## src/rtl/mem_probe_stepper.sv

```systemverilog
// Debug probe that walks a synchronous memory read port one word at a time.
// Steps come from debounced next/prev buttons or from an auto-scan timer.
module mem_probe_stepper #(
  parameter int DATA_W   = 32,
  parameter int ADDR_W   = 10,
  parameter int DEPTH    = 1024,
  parameter int RD_LAT   = 1,
  parameter int DEB_CYC  = 1000000,
  parameter int SCAN_PER = 50000000,
  parameter int BLANK    = 1
) (
  input  logic              clk100mhz,
  input  logic              rst,
  input  logic              btn_next,
  input  logic              btn_prev,
  input  logic              auto_en,
  output logic              mem_rd_en,
  output logic [ADDR_W-1:0] mem_addr,
  input  logic [DATA_W-1:0] mem_rdata,
  output logic [DATA_W-1:0] out,
  output logic [ADDR_W-1:0] cur_addr,
  output logic              busy,
  output logic              out_valid
);

  localparam int DEB_W  = $clog2(DEB_CYC + 1);
  localparam int SCAN_W = $clog2(SCAN_PER + 1);
  localparam int LAT_W  = $clog2(RD_LAT + 1);

  localparam logic [DEB_W-1:0]  DEB_LAST  = DEB_W'(DEB_CYC - 1);
  localparam logic [SCAN_W-1:0] SCAN_LAST = SCAN_W'(SCAN_PER - 1);
  localparam logic [LAT_W-1:0]  LAT_LAST  = LAT_W'(RD_LAT);
  localparam logic [ADDR_W-1:0] ADDR_LAST = ADDR_W'(DEPTH - 1);

  typedef enum logic [1:0] {
    IDLE  = 2'd0,
    ISSUE = 2'd1,
    WAIT  = 2'd2
  } state_t;

  // Bit 0 is the next button, bit 1 the prev button.
  logic [1:0]       btn_raw;
  logic [1:0]       sync1;
  logic [1:0]       sync2;
  logic [1:0]       deb;
  logic [1:0]       deb_d;
  logic [1:0]       btn_pulse;
  logic [DEB_W-1:0] deb_cnt [2];

  logic [SCAN_W-1:0] scan_cnt;
  logic              auto_pulse;

  logic              want_next;
  logic              want_prev;
  logic              step_ok;
  logic [ADDR_W-1:0] addr_inc;
  logic [ADDR_W-1:0] addr_dec;

  state_t            state;
  state_t            state_n;
  logic [ADDR_W-1:0] addr_n;
  logic [LAT_W-1:0]  lat_cnt;
  logic [LAT_W-1:0]  lat_n;
  logic              capture;
  logic [DATA_W-1:0] data_q;

  assign btn_raw = {btn_prev, btn_next};

  // NOTE: sequential state uses non-blocking assignments so every flop samples
  // pre-edge values regardless of block ordering.
  always_ff @(posedge clk100mhz) begin
    if (rst) begin
      sync1 <= '0;
      sync2 <= '0;
      deb   <= '0;
      deb_d <= '0;
      // NOTE: this is a two-entry register array, not a RAM, so it is reset
      // like any other flop; a real memory array would be left unreset.
      for (int b = 0; b < 2; b++) deb_cnt[b] <= '0;
    end else begin
      sync1 <= btn_raw;
      sync2 <= sync1;
      deb_d <= deb;
      for (int b = 0; b < 2; b++) begin
        if (sync2[b] == deb[b]) begin
          deb_cnt[b] <= '0;
        end else if (deb_cnt[b] == DEB_LAST) begin
          deb[b]     <= sync2[b];
          deb_cnt[b] <= '0;
        end else begin
          deb_cnt[b] <= deb_cnt[b] + DEB_W'(1);
        end
      end
    end
  end

  assign btn_pulse = deb & ~deb_d;

  always_ff @(posedge clk100mhz) begin
    if (rst || !auto_en) begin
      scan_cnt <= '0;
    end else if (scan_cnt == SCAN_LAST) begin
      scan_cnt <= '0;
    end else begin
      scan_cnt <= scan_cnt + SCAN_W'(1);
    end
  end

  assign auto_pulse = auto_en && (scan_cnt == SCAN_LAST);

  // Opposing requests in the same cycle cancel out.
  assign want_next = btn_pulse[0] | auto_pulse;
  assign want_prev = btn_pulse[1];
  assign step_ok   = want_next ^ want_prev;
  assign addr_inc  = (cur_addr == ADDR_LAST) ? '0 : cur_addr + ADDR_W'(1);
  assign addr_dec  = (cur_addr == '0) ? ADDR_LAST : cur_addr - ADDR_W'(1);

  // NOTE: every always_comb output gets a default first so no path can infer a latch.
  always_comb begin
    state_n = state;
    addr_n  = cur_addr;
    lat_n   = lat_cnt;
    capture = 1'b0;
    unique case (state)
      IDLE: begin
        if (step_ok) begin
          addr_n  = want_next ? addr_inc : addr_dec;
          state_n = ISSUE;
        end
      end
      // Reset lands here with the strobe low, so ISSUE holds one extra cycle
      // until the registered strobe has actually been driven.
      ISSUE: begin
        if (mem_rd_en) begin
          state_n = WAIT;
          lat_n   = LAT_W'(1);
        end
      end
      WAIT: begin
        if (lat_cnt == LAT_LAST) begin
          capture = 1'b1;
          state_n = IDLE;
        end else begin
          lat_n = lat_cnt + LAT_W'(1);
        end
      end
      default: state_n = IDLE;
    endcase
  end

  always_ff @(posedge clk100mhz) begin
    if (rst) begin
      state     <= ISSUE;
      cur_addr  <= '0;
      lat_cnt   <= '0;
      mem_rd_en <= 1'b0;
      out_valid <= 1'b0;
      data_q    <= '0;
    end else begin
      state     <= state_n;
      cur_addr  <= addr_n;
      lat_cnt   <= lat_n;
      mem_rd_en <= (state_n == ISSUE);
      out_valid <= capture;
      if (capture) data_q <= mem_rdata;
    end
  end

  assign mem_addr = cur_addr;
  assign busy     = (state != IDLE);
  assign out      = ((BLANK != 0) && deb[0]) ? '0 : data_q;

endmodule
```

## config.mk

```make
export PLATFORM = sky130hd
export DESIGN_NAME = mem_probe_stepper
export DESIGN_NICKNAME = d
export VERILOG_FILES = /design/src/rtl/mem_probe_stepper.sv
export SDC_FILE = /design/constraint.sdc
export NUM_CORES = 1
export LEC_CHECK = 0
export BUFFER_PORTS_ARGS = -buffer_cell sky130_fd_sc_hd__buf_2
export CORE_ASPECT_RATIO = 1.75
export CORE_MARGIN = 1
export CORE_UTILIZATION = 61
export DETAILED_ROUTE_END_ITERATION = 12
export PLACE_DENSITY = 0.85
export SYNTH_ARGS = -nofsm -noshare
export SYNTH_HDL_FRONTEND = slang
export SYNTH_SLANG_ARGS = --single-unit
```

## constraint.sdc

```tcl
create_clock -name clk100mhz -period 3.6 [get_ports clk100mhz]
set_input_delay 0 -clock clk100mhz [delete_from_list [all_inputs] [get_ports clk100mhz]]
set_output_delay 0 -clock clk100mhz [all_outputs]
set_load 0.05 [all_outputs]
```

---- Word level (Yosys, flattened, before mapping) ----
Memory sizes are Yosys's and may differ from the RTL's.
Index checks and enable logic that the tools add are counted.
storage, ports and cells
  memories kept ........................... 1
  register bits after elaboration ......... 81
  memory bits (writable) .................. 40
  input port bits ......................... 37
  output and inout bits ................... 55
cells by class
  eq/ne operators ......................... 10
  reductions and logical operators ........ 12
  add/sub/neg operators ................... 6
  muxes and demuxes ....................... 43
  bitwise operators ....................... 12
memories
  name     depth  width  read ports  clocked after memory_dff  wr ports  RTL line  RTL
  deb_cnt  2      20     2           0                         2         48        logic [DEB_W-1:0] deb_cnt [2];
operators with widths
  kind                                                                    number
  20-bit two-way mux                                                      6
  20-bit by 1-bit adder with 20-bit output (second input constant)        2
  20-bit equality test (second input constant)                            2
  32-bit two-way mux                                                      1
  10-bit two-way mux                                                      3
  1-bit two-way mux                                                       28
  26-bit by 1-bit adder with 26-bit output (second input constant)        1
  26-bit equality test (second input constant)                            1
  10-bit by 1-bit adder with 10-bit output (second input constant)        1
  10-bit equality test (second input constant)                            1
  10-bit zero test                                                        1
  10-bit by 1-bit subtractor with 10-bit output (second input constant)   1
  2-bit AND reduction                                                     4
  1-bit OR                                                                7
  2-bit two-way mux                                                       3
  2-bit case mux with 3 select lines                                      1
  2-bit by 1-bit equality test with 1-bit output (second input constant)  2
  2-bit nonzero test                                                      2
  2-bit AND                                                               1
  1-bit equality test                                                     2
  2-bit equality test (second input constant)                             1
  2-bit zero test                                                         1
  2-bit inequality test (second input constant)                           1
  1-bit NOT                                                               2
  other kinds (8)                                                         8

---- Depth between registers and ports, before layout ----
Gate-level depths: netlist of the first run.
  depth in word-level cells ............... 7
  mapped depth ............................ 9
  gate-level depth less buffers ........... 7

---- Worst setup path before layout of the first run ----
No wires, ideal clock.
  kind .................................... register to register
  from .................................... reg cur_addr[2]
  to ...................................... reg cur_addr[8]
  cell stages (with the launch flop) ...... 9
  path buffers ............................ 2
  required time ........................... 3.472 ns
  data arrival time ....................... 1.934 ns
  setup time .............................. 0.128 ns
  slack ................................... 1.538 ns
  path through ............................ dfxtp_1 > clkbuf_1 > and3_1 > clkbuf_1 > and3_1 > nand4_1 > mux2i_1 > xnor2_1 > nor2_1
between the ends
  longest elaborated chain between the ends .. 3
  elaborated cells on any way between the ends .. 7
  classes of those cells .................. add/sub: 2; eq/ne: 1; mux: 3; reduce/logical: 1
ends and longest elaborated chain
  element                                                                      RTL line  RTL
  start: declaration                                                           21        output logic [ADDR_W-1:0] cur_addr,
  start signal: assignment                                                     161       cur_addr <= addr_n;
  10-bit by 1-bit subtractor with 10-bit output, or another cell as far along  116       assign addr_dec = (cur_addr == '0) ? ADDR_LAST : cur_addr - ADDR_W'(1);
  10-bit two-way mux, on equally long branches                                 116, 115
  10-bit two-way mux *                                                         127       addr_n = want_next ? addr_inc : addr_dec;
Mark *: on every way between the ends. The rest lies on a longest branch, timed or not.
A chain may end at the register's enable or synchronous reset.

---- Final worst setup path of the first run ----
  from .................................... reg scan_cnt[0]
  to ...................................... reg cur_addr[7]
between the ends
  longest elaborated chain between the ends .. 5
  elaborated cells on any way between the ends .. 6
  classes of those cells .................. eq/ne: 1; mux: 1; bitwise: 2; reduce/logical: 2
ends and longest elaborated chain
  element                        RTL line  RTL
  start: declaration             50        logic [SCAN_W-1:0] scan_cnt;
  start signal: assignment       105       scan_cnt <= scan_cnt + SCAN_W'(1);
  26-bit equality test *         109       assign auto_pulse = auto_en && (scan_cnt == SCAN_LAST);
  1-bit logical AND *            109
  1-bit OR *                     112       assign want_next = btn_pulse[0] | auto_pulse;
  1-bit bitwise XOR              114       assign step_ok = want_next ^ want_prev;
  2-bit AND reduction (no line)  n/a
Marks and branches as above.

==> summary.txt, run 1 <==
Outcome
  – Outcome: finished clean

Drt
  – Average vias per placed instance: ~5.6
  – Antenna-violating nets left: 0
  – First DRT Iteration DRCs: between 200 and 300
  – Vias: about 5300
  – WL/cell: 15.76 µm
  – Detailed-router iteration count before antenna repair: 5
  – Routed Wire Length: approximately 15000 µm
  – Drt drc: 0

STA
  – PnR worst setup slack: approximately 950 ps
  – Unrepaired setup endpoints after global routing: no
  – Worst slew pin tran: around 1200 ps
  – Fin Setup TNS: 0 ps
  – Max Slew Vio Count: 0
  – Endpoints failing setup: 0
  – Fin crit period: between 2000 and 3000 ps
  – Final Hold Vio Count: 0
  – Max_slew headroom: a little under a fifth
  – Fmax: roughly 0.38 GHz
  – Clock Skew: 10.03 ps
  – Final cycle utilization of the critical path: 73.74%
  – Hold Slack: around 370 ps

Logic synthesis
  – Yosys reg bits: 121
  – Area contributors post-synth: dfxtp_1 (27%), edfxtp_1 (20%), nor2_1 (6.5%)
  – Synthesized area: 0.005927 mm²
  – Ys Warns: 0
  – Post-synth top area share: 27.36%
  – Post-synth top area cell: dfxtp_1
  – Ys async rst share: 0%
  – Avg Inst Size Synth: slightly below 9 µm²
  – Mapped Cells: roughly 680
  – Post-synth EDFFs: 40
  – Number of distinct library cells after synthesis: 55
  – Register area share after synthesis: approximately 48%
  – Primary FF master, synth: dfxtp_1

Job
  – Max cap viols: 0

Critical path
  – Required @ worst endpoint: slightly below 4000 ps
  – CP Class: flop to flop
  – Crit path DAT: around 3000 ps
  – Crit-path slowest cell: a41o_1
  – CP top delay family: simple AND/OR/NAND/NOR gates
  – Crit path cell chain: ha_1 -> nand4_2 -> nor2_1 -> a41o_1 -> nand2_4 -> or4_1 -> a31oi_1
  – Buf+Inv Stages, Crit Path: 0
  – Worst setup EP type: flop
  – Critical-path maximum fanout: 19
  – Worst stage delay on the critical path: ~700 ps
  – Crit start category: flop

Clock network
  – Post-CTS Resized: 0
  – CTS tree: built
  – Clk sinks: between 100 and 150
  – Clk slew on worst S/H paths: around 60 ps
  – CTS Hold Buffers Added: 35
  – Clock buffer depth: 2
  – CTS buffer count: 17
  – H-tree depth: 4
  – Clk_lat worst skew: 420 ps
  – Setup bufs post-CTS: 0
  – Clk root buf: clkbuf_16

Global route
  – Largest net degree at the start of global routing: approximately 50
  – Global-route wire length before repair: between 20000 and 25000 µm
  – Vias in the first global route: ~5400
  – Initial antenna violation count: 0
  – GRT Residual Overflow: 0
  – Total track usage: between 30 and 40%

Die
  – Die W: around 77 µm
  – Core area: ~0.0095 mm²
  – Die area: just over 0.01 mm²
  – DIE HEIGHT: about 130 µm
  – Core Rows: between 40 and 50
  – Top Ports: between 90 and 100
  – Initial Util: 62.60%

Pwr
  – Overall Power: roughly 3.3 mW
  – PD cells: around 450 mW/mm²
  – Leak: between 2 and 3 nW
  – Worst VDD drop: between 0.4 and 0.5 mV

Placement
  – Post-Place Worst Slack: just under 1000 ps
  – DPL Wire Length: roughly 8800 µm
  – Post-DP Area: approximately 0.0065 mm²
  – Routability Congestion: ~0.9
  – Port Buffers: between 90 and 100

Finish
  – Area Growth Syn to Fin: 25.37%
  – Share of layout cells above drive strength 1: about 15%
  – Diode count: 0
  – Cell area after layout: about 0.0074 mm²
  – Final nets: roughly 860

Hold path
  – Worst Hold Class: input port to flop
==> cell usage after synthesis, drive strengths merged, types with 3 or more instances <==
library cell / instances
clkbuf: 29
mux2i: 4
inv: 12
nor2: 102
a21oi: 46
nand4: 17
ha: 5
o211ai: 7
and3: 6
and4: 3
nor4: 6
nor4b: 4
nand2b: 5
or2: 3
buf: 16
nand3: 32
xor2: 34
edfxtp: 40
xnor2: 31
a31oi: 4
nand3b: 4
or4: 3
and2: 3
dfxtp: 81
nor2b: 41
nand2: 99
or3: 6
o21ai: 8
nor3: 10
==> area by class of cell <==
cell class | count | area, µm²
fillers | 581 | 2037
well taps | 122 | 152.6
multi-input cells | 540 | 2989
clock buffers | 28 | 549.3
repair buffers | 128 | 820.8
clock inverters | 4 | 51.30
flip-flops and latches | 121 | 2823
inverters | 12 | 45.04
==> metal layers <==
layer | track usage [%] | routed length [µm]
met5 | 0 | 0
met4 | 16.35 | 593
met3 | 7.889 | 787
met2 | 56.61 | 8183
met1 | 30.15 | 5487
==> power breakdown <==
group,switching (mW),internal [mW]
Clock,0.586,1.11
Combinational,0.103,0.0748
Sequential,0.0315,1.44
Total,0.720,2.62
==> state kept, by name, indices dropped and copies added (netlist names) <==
| register | count |
|---|---|
| mem_rd_en | 1 |
| out_valid | 1 |
| deb_cnt | 40 |
| scan_cnt | 26 |
| state | 2 |
| sync2 | 2 |
| data_q | 32 |
| sync1 | 2 |
| cur_addr | 10 |
| deb | 2 |
| lat_cnt | 1 |
| deb_d | 2 |
==> stage by stage <==
| stage | utilization (%) | cells |
|---|---|---|
| 2_1_floorplan | - | 718 |
| 3_3_place_gp | 68.44 | 888 |
| 3_5_place_dp | 68.44 | 888 |
| 4_1_cts | 78.49 | 955 |
| 5_1_grt | 78.49 | 955 |
| 6_report | 78.49 | 955 |
==> cells by family (layout without fill, tap and decap cells) <==
group	Yosys count	count (layout)	share of synthesized area, %
and+or+nand+nor	351	351	29.26
DFF	121	121	47.63
AOI/OAI and AO/OA	75	75	7.304
xor gates and xnor gates	65	65	9.605
buffers and inverters	57	172	4.412
adders and majority gates	5	5	1.056
muxes	4	4	0.6756
other	1	40	0.06327
==> tightest hold or removal path, cell delays in order <==
cell and delay, ps:
dlygate4sd3_1 530, buf_2 120, nand2_1 40, a21oi_1 50
==> worst paths after layout <==
kind / start / end / slack [ps] / depth (start not counted)
worst max-delay path: scan_cnt[0]$_SDFF_PP0_ / cur_addr[7]$_SDFFE_PP0P_ / 950 / 7
worst min-delay path: mem_rdata[30] / data_q[30]$_SDFFE_PP0P_ / 370 / 4
worst max register to register: scan_cnt[0]$_SDFF_PP0_ / cur_addr[7]$_SDFFE_PP0P_ / 950 / 7
worst min register to register: data_q[28]$_SDFFE_PP0P_ / data_q[28]$_SDFFE_PP0P_ / 450 / 2
==> cell usage in the layout, fill, tap and decap left out, types with 9 or more instances in the layout <==
master,count
nand4_1,16
clkbuf_16,19
nand2_1,98
nor2b_1,41
nor2_1,102
a21oi_1,46
buf_2,91
dlygate4sd3_1,35
edfxtp_1,40
inv_1,12
xor2_1,34
dfxtp_1,81
nor3_1,9
conb_1,40
xnor2_1,31
nand3_1,32
(Power assumes the default switching activity.)
==> run 2, diff against run 1 <==
Settings changed: CORE_UTILIZATION 61 to 57, PLACE_DENSITY 0.85 to 0.8.
Clock period 3.6 ns to 2.5 ns, I/O delays scaled along.
==> run 2 against run 1 <==
Combinational power is 44% higher. Core utilization shrank 3.2 points. Count of clock-buffer cells in the layout stayed put. Maximum frequency grew 17%. Die area increased by 6.9%. Clock power increased by 45%. Cell count increased by 1.3%. Cell area increased by 1.1%. Hold slack got worse by 230 ps. Non-clock buffer count grew 8. Critical endpoint unchanged. Largest power group unchanged.
==> summary.txt, run 2 (synthesis results as in run 1) <==
Outcome
  – Outcome: finished clean

Finish
  – Share of layout cells above drive strength 1: between 10% and 20%
  – Register area: about 0.0028 mm²
  – Multi-input logic area: around 0.003 mm²
  – Final Util: 75.33%
  – Most common cell after layout, fill and taps aside: nor2_1
  – Most frequent cells in the layout: nor2_1 (102), nand2_1 (98), buf_2 (91)
  – Non-Filler Instances: a little under 1000
  – Max reg flops: 40
  – FILL cells: 701
  – Final nets: 870
  – Area Growth Syn to Fin: 26.70%
  – Top Registers: deb_cnt x40, data_q x32, scan_cnt x26
  – Most flops, register: deb_cnt

Critical path
  – CP Class: flop to flop
  – Crit path cell chain: ha_1 -> nand4_2 -> nor2_1 -> a41o_1 -> nand2_4 -> or4_1 -> a31oi_1
  – Crit-path slowest cell: or4_1
  – Buf+Inv Stages, Crit Path: 0
  – Critical Path Stages: 7
  – Worst stage delay on the critical path: around 500 ps
  – CP top delay family: simple AND/OR/NAND/NOR gates
  – Crit path DAT: 2610 ps
  – Worst setup EP type: flop
  – Cell count of the worst reg-to-reg path: 7
  – Crit start category: flop
  – Critical-path maximum fanout: 6
  – Required @ worst endpoint: around 2800 ps

Pwr
  – Switch Pwr: approximately 1 mW
  – Worst VDD drop: 0.5861 mV
  – Combinational share of power: about 5.3%
  – Pint: 3.809 mW
  – PD cells: 643.5 mW/mm²
  – Switching Share: between 20% and 30%
  – Sequential power share: 44.0%
  – Overall Power: 4.832 mW
  – Clock power share: 50.8%
  – Leak: between 2 and 3 nW

Hold path
  – Worst hold path cell count: 3
  – Worst Hold Class: input port to flop

STA
  – Fmax: around 0.44 GHz
  – Max Slew Vio Count: 0
  – Fin crit period: 2269 ps
  – Endpoints failing setup: 0
  – Worst slew pin tran: roughly 600 ps
  – Unrepaired setup endpoints after global routing: no
  – Clock Skew: 6.268 ps
  – Fin Setup TNS: 0 ps
  – Final cycle utilization of the critical path: between 90% and 100%
  – Final Hold Vio Count: 0
  – Max_slew headroom: approximately three fifths

Global route
  – Largest net degree at the start of global routing: 43
  – GRT Residual Overflow: 0
  – Vias in the first global route: approximately 5300
  – Total track usage: 27.41%
  – Initial antenna violation count: 0
  – Global-route wire length before repair: 23150 µm

Die
  – Die W: roughly 79 µm
  – Initial Util: about 59%
  – Core Rows: between 40 and 50
  – Core area: 0.009970 mm²
  – Die area: ~0.011 mm²
  – DIE HEIGHT: roughly 140 µm
  – Top Ports: approximately 90

Placement
  – DPL Wire Length: 9054 µm
  – Placed Instances: between 800 and 900
  – Routability Congestion: 0.8984
  – Port Buffers: about 90

Drt
  – Routed Wire Length: roughly 14000 µm
  – Drt drc: 0
  – First DRT Iteration DRCs: approximately 280
  – Detailed-router iteration count before antenna repair: 5
  – WL/cell: roughly 15 µm
  – Antenna-violating nets left: 0
  – Vias: between 5000 and 6000
  – Average vias per placed instance: 5.454

Clock network
  – CTS Hold Buffers Added: 36
  – CTS buffer count: 17
  – Clk sinks: roughly 120
  – Clock buffer depth: 2
  – Post-CTS Resized: 0
  – Clk_lat worst skew: between 400 and 500 ps
  – CTS tree: built
  – H-tree depth: 4
  – Setup bufs post-CTS: 0
  – Clk root buf: clkbuf_16
  – Clk slew on worst S/H paths: approximately 50 ps

Job
  – Max cap viols: 0
## run 2: changes by cell type in the layout (fill, tap and decap cells not counted), sizes merged
| cell | before | now |
|---|---|---|
| dlygate4sd3 | 35 | 36 |
| buf | 93 | 100 |
| diode | 0 | 1 |
## run 2: stage by stage
stage	instance area [µm²]	worst slack, ps	hold slack, ps
final	7510	231.5	141.5
after global routing	7507	85.59	178.8
after CTS	7507	228.5	132.0
after detailed placement	6536	273.8	213.8
after global placement	6536	387.4	206.1
after floorplan	6073	437.9	128.2
## run 2: tightest hold or removal path, stage by stage
cell	delay [ps]
buf_2	120
nand3b_1	300
nor2_1	80
## run 2: cell type report
class	count	area share, %
diodes	1	0.03332
clock buffers	28	7.448
clock inverters	4	0.6831
inverters	12	0.5998
multi-input cells	540	39.80
flip-flops and latches	121	37.59
well taps	125	2.083
repair buffers	136	11.76
## run 2: power by group through the flow
| stage | clock, mW | combinational [mW] | sequential [mW] |
|---|---|---|---|
| 6_report | 2.45 | 0.255 | 2.12 |
| 5_1_grt | 2.56 | 0.277 | 2.13 |
| 4_1_cts | 2.48 | 0.247 | 2.12 |
| 3_5_place_dp | 0 | 0.202 | 2.16 |
| 3_3_place_gp | 0 | 0.199 | 2.16 |
| 2_1_floorplan | 0 | 0.133 | 2.16 |
## run 2: per-layer routing
metal  share of wire [%]  track usage (%)  vias to the layer above
met5                   0                0                        -
met3                 5.3            6.400                       57
li1                    -                -                     2546
met2                  53            48.66                      211
met4                 4.4            17.17                        0
met1                  37            28.60                     2460
## run 2: path summary, 6_finish.rpt
check	slack, ps	start	to
setup / recovery	230	scan_cnt[0]$_SDFF_PP0_	cur_addr[7]$_SDFFE_PP0P_
hold / removal	140	auto_en	scan_cnt[9]$_SDFF_PP0_
setup reg to reg	230	scan_cnt[0]$_SDFF_PP0_	cur_addr[7]$_SDFFE_PP0P_
hold reg to reg	440	sync1[0]$_SDFF_PP0_	sync2[0]$_SDFF_PP0_
